===== src/rtl/button_conditioner.sv =====
// Push-button conditioner: synchroniser, debounce FSM, level and
// single-cycle press / release / auto-repeat pulses.
module button_conditioner #(
    parameter int SYNC_STAGES     = 2,
    parameter int DEBOUNCE_CYCLES = 16,
    parameter int HOLD_CYCLES     = 64,
    parameter int REPEAT_CYCLES   = 16,
    parameter bit REPEAT_EN       = 1'b1
) (
    input  logic clk,
    input  logic reset,
    input  logic button_raw,
    output logic level,
    output logic press_pulse,
    output logic release_pulse,
    output logic repeat_pulse,
    output logic busy
);

    localparam int DW = $clog2(DEBOUNCE_CYCLES) + 1;
    localparam int HW = $clog2(HOLD_CYCLES) + 1;

    localparam logic [DW-1:0] D_ONE    = DW'(1);
    localparam logic [DW-1:0] D_LAST   = DW'(DEBOUNCE_CYCLES - 1);
    localparam logic [HW-1:0] H_ONE    = HW'(1);
    localparam logic [HW-1:0] H_LAST   = HW'(HOLD_CYCLES - 1);
    localparam logic [HW-1:0] H_RELOAD = HW'(HOLD_CYCLES - REPEAT_CYCLES);

    typedef enum logic [1:0] {
        IDLE,
        PRESS_WAIT,
        PRESSED,
        RELEASE_WAIT
    } state_e;

    logic [SYNC_STAGES-1:0] sync_q;
    logic                   s;

    state_e          state_q, state_d;
    logic [DW-1:0]   dcnt_q, dcnt_d;
    logic [HW-1:0]   hcnt_q, hcnt_d;

    logic level_d, press_d, release_d, repeat_d, busy_d;

    always_ff @(posedge clk or posedge reset) begin
        if (reset) begin
            sync_q <= '0;
        end else begin
            sync_q <= {sync_q[SYNC_STAGES-2:0], button_raw};
        end
    end

    assign s = sync_q[SYNC_STAGES-1];

    always_ff @(posedge clk or posedge reset) begin
        if (reset) begin
            state_q       <= IDLE;
            dcnt_q        <= '0;
            hcnt_q        <= '0;
            level         <= 1'b0;
            press_pulse   <= 1'b0;
            release_pulse <= 1'b0;
            repeat_pulse  <= 1'b0;
            busy          <= 1'b0;
        end else begin
            state_q       <= state_d;
            dcnt_q        <= dcnt_d;
            hcnt_q        <= hcnt_d;
            level         <= level_d;
            press_pulse   <= press_d;
            release_pulse <= release_d;
            repeat_pulse  <= repeat_d;
            busy          <= busy_d;
        end
    end

    // hcnt is left untouched in RELEASE_WAIT so a bounce resumes the schedule
    always_comb begin
        state_d = state_q;
        dcnt_d  = dcnt_q;
        hcnt_d  = hcnt_q;
        unique case (state_q)
            IDLE: begin
                if (s) begin
                    state_d = PRESS_WAIT;
                    dcnt_d  = D_ONE;
                end
            end
            PRESS_WAIT: begin
                if (!s) begin
                    state_d = IDLE;
                    dcnt_d  = '0;
                end else if (dcnt_q == D_LAST) begin
                    state_d = PRESSED;
                    dcnt_d  = '0;
                    hcnt_d  = '0;
                end else begin
                    dcnt_d = dcnt_q + D_ONE;
                end
            end
            PRESSED: begin
                if (!s) begin
                    state_d = RELEASE_WAIT;
                    dcnt_d  = D_ONE;
                end else if (REPEAT_EN) begin
                    if (hcnt_q == H_LAST) begin
                        hcnt_d = H_RELOAD;
                    end else begin
                        hcnt_d = hcnt_q + H_ONE;
                    end
                end
            end
            RELEASE_WAIT: begin
                if (s) begin
                    state_d = PRESSED;
                    dcnt_d  = '0;
                end else if (dcnt_q == D_LAST) begin
                    state_d = IDLE;
                    dcnt_d  = '0;
                    hcnt_d  = '0;
                end else begin
                    dcnt_d = dcnt_q + D_ONE;
                end
            end
            default: begin
                state_d = IDLE;
                dcnt_d  = '0;
                hcnt_d  = '0;
            end
        endcase
    end

    always_comb begin
        level_d   = (state_d == PRESSED) || (state_d == RELEASE_WAIT);
        busy_d    = (state_d == PRESS_WAIT) || (state_d == RELEASE_WAIT);
        press_d   = (state_q == PRESS_WAIT) && (state_d == PRESSED);
        release_d = (state_q == RELEASE_WAIT) && (state_d == IDLE);
        repeat_d  = REPEAT_EN && (state_q == PRESSED) && s
                    && (hcnt_q == H_LAST);
    end

endmodule


===== config.mk =====
export PLATFORM = sky130hd
export DESIGN_NAME = button_conditioner
export DESIGN_NICKNAME = d
export VERILOG_FILES = /design/src/rtl/button_conditioner.sv
export SDC_FILE = /design/constraint.sdc
export NUM_CORES = 1
export LEC_CHECK = 0
export ABC_CLOCK_PERIOD_IN_PS = 1880
export BUFFER_PORTS_ARGS = -buffer_cell sky130_fd_sc_hd__buf_4
export CORE_MARGIN = 2
export CORE_UTILIZATION = 57
export DETAILED_ROUTE_END_ITERATION = 12
export PLACE_DENSITY = 0.79
export REMOVE_ABC_BUFFERS = 1
export SYNTH_ARGS = -nofsm -noshare
export SYNTH_HDL_FRONTEND = slang
export SYNTH_SLANG_ARGS = --single-unit

===== constraint.sdc =====
create_clock -name clk -period 1.88 [get_ports clk]
set_input_delay 0.094 -clock clk [delete_from_list [all_inputs] [get_ports clk]]
set_output_delay 0.094 -clock clk [all_outputs]
set_load 0.005 [all_outputs]

==> run metrics <==
cts repair resizes=0; Area growth syn-to-layout=12.6%; vias per cell=5.60; CTS root buffer=clkbuf_4; static leakage=~0.57 nW; fmax=between 500 and 600 MHz; Die Height=46.7 um; gr usage total=between 10% and 20%; Design Power=0.000734 W; clk sink count=21; drc violations=0; grt ovf=0; Ys Warns=0; P_int=0.000561 W; Net Sw Frac=a little under a quarter; CP Data Required Time=roughly 2.1 ns; GPL Wtd Cong=approximately 0.86; largest area contributor in the netlist=dfrtp_1; TritonRoute pass-1 iters=4; Hold-fix buffers, CTS=2; Clk pin slew, worst setup/hold paths=0.12 ns; first-pass GRT wire length=roughly 2900 um; largest family of logic cells by synthesized area=simple AND/OR/NAND/NOR gates; drt wl/cell=roughly 13 um; crit path DAT=roughly 1.9 ns; status=completed; register area share after synthesis=between 50 and 60%; worst-path cell chain=ha_1 > and4b_1 > nand3b_2 > a31oi_2 > mux2_2; Setup crit end kind=flip-flop; routed vias=around 760; count of pins over their slew limit=0; maximum vdd drop=427 uV; Mean Syn Cell Area=~11 um2; Power Dens Cells=627 nW/um2; share of cells above drive strength 1=18.9%; postcts setup bufs=0; Chip Width=46.7 um; H-tree lvl count=1; io pins=8; initial core utilization=between 60% and 70%; synthesized cell area=1040 um2; ys async rst share=100%; final wirelength=~1700 um; max capacitance violation total=0; final core utilization=~68%; Antenna diodes=0; worst setup path category=reg2reg; floorplan row count=15; Post-DRT Antenna Nets=0; CTS Buffer Depth=2; multiplexer share of the synthesized area=2.05%; Simple-Gate Fraction of Synth Area=around a fifth; post-synthesis compound-gate area fraction=between 10% and 20%; most frequent cells in the layout=dfrtp_1, buf_4, o21ai_0; Synth Instances=99; total die area=between 2000 and 2500 um2; Reg power frac=about 65%; initial antenna violation count=0; largest net degree at the start of global routing=22; initial drt markers=19; # nets final=between 100 and 150; clk_lat worst skew=0.30 ns; Synth Area in Adders=~2.4%; Rel. slew slack=about 51%; cts bufs inserted=3; xor/xnor share of the synthesized area=about 4.1%; RSZ-0062 raised after global routing=false; HP Class=reg2reg; most common cell after layout, fill and taps aside=dfrtp_1; slowest CP cell=dfrtp_1; vias in the first global route=701; CTS tree=yes; P_sw=around 0.00017 W; skew final=0.00837 ns; Tcrit/Tclk final=between 90% and 100%; clock share of power=just under 30%; Most used DFF post-synth=dfrtp_1; Synth area leaders=dfrtp_1, o21ai_0, nand3_1, nand2_1, ha_1; #FFs+latches synth=21; Final Hold Fails=0; CP Launch Type=flip-flop; setup violators final=0; Synth top area share=50.5%; slowest stage delay, CP=~0.40 ns; CP max FO=3; setup TNS=0 ns; CORE AREA=around 1700 um2; Netlist cell types=36; EDFF count, synth=0; Tmin final=around 1.7 ns; IO Port Bufs=7; Slew @ Worst Pin=0.739 ns; combinational share of power=approximately 6.4%; Detailed Place HPWL=between 1000 and 1500 um
per-stage QoR:
stage | instances | hold slack [ns] | worst slack [ns] | area, um2
finish | 136 | 0.374 | 0.163 | 1170
global route | 136 | 0.388 | 0.0719 | 1170
detailed placement | 130 | 0.206 | 0.169 | 1120
global placement | 130 | 0.204 | 0.223 | 1120
floorplan | 94 | 0.0705 | 0.178 | 1010
CTS | 136 | 0.379 | 0.165 | 1170
worst max-delay path: cells and delay by family (launching register included):
kind                       cells  cell delay (ns)
AOI/OAI and AO/OA              1             0.22
muxes                          1             0.36
adders and majority gates      1             0.21
and+or+nand+nor                2             0.42
DFF                            1             0.40
cell type report:
class,instances,area [um2]
Fill cell,142,556
Sequential cell,21,526
Multi-Input combinational cell,68,465
Timing Repair Buffer,13,103
Tap cell,25,31.3
Clock buffer,3,22.5
Inverter,5,18.8
Clock inverter,1,5.00
worst paths after layout:
path,start,end,slack (ns),depth (start not counted)
setup / recovery,dcnt_q[0],hcnt_q[1],0.16,5
hold / removal,sync_q[0],sync_q[1],0.37,0
setup reg to reg,dcnt_q[0],hcnt_q[1],0.16,5
hold reg to reg,sync_q[0],sync_q[1],0.37,0
max in group asynchronous,reset,dcnt_q[3],0.95,3
min in group asynchronous,reset,sync_q[1],0.46,3
power by group through the flow:
| stage | clock (W) | combinational [W] | sequential (W) |
|---|---|---|---|
| after floorplan | 0 | 0.0000266 | 0.000483 |
| after global placement | 0 | 0.0000436 | 0.000481 |
| after detailed placement | 0 | 0.0000453 | 0.000482 |
| after CTS | 0.000219 | 0.0000486 | 0.000473 |
| after global routing | 0.000238 | 0.0000540 | 0.000475 |
| final | 0.000213 | 0.0000472 | 0.000473 |
synthesized netlist by cell type (2+ instances only):
master	instances
dfrtp_1	21
o21ai_0	10
nand2_1	9
nand3_1	7
inv_1	5
nor2_1	5
and3_1	3
buf_2	3
nand4_1	3
a21oi_1	2
and4b_1	2
ha_1	2
nor2b_1	2
o211ai_1	2
xnor2_1	2
sequential cells by signal, summed over array words and instances, names as in the netlist:
register       flops
dcnt_q             5
sync_q             2
level              1
state_q            2
press_pulse        1
hcnt_q             7
repeat_pulse       1
busy               1
release_pulse      1
cell families after synthesis:
group,after synthesis
AO/OA/AOI/OAI,24
multiplexers,2
buffers and inverters,10
XOR/XNOR,4
AND/OR/NAND/NOR,36
adder cells (fa/ha/maj),2
flip-flops,21
per-layer routing:
layer  vias up  GRT usage [%]  wire, um
met5         -              0         0
met4         0           11.1        21
met3         2           3.14        59
met2        15           27.8       782
met1       368           25.7       838
li1        377              -         -
Power figures use the tool's default switching activity.
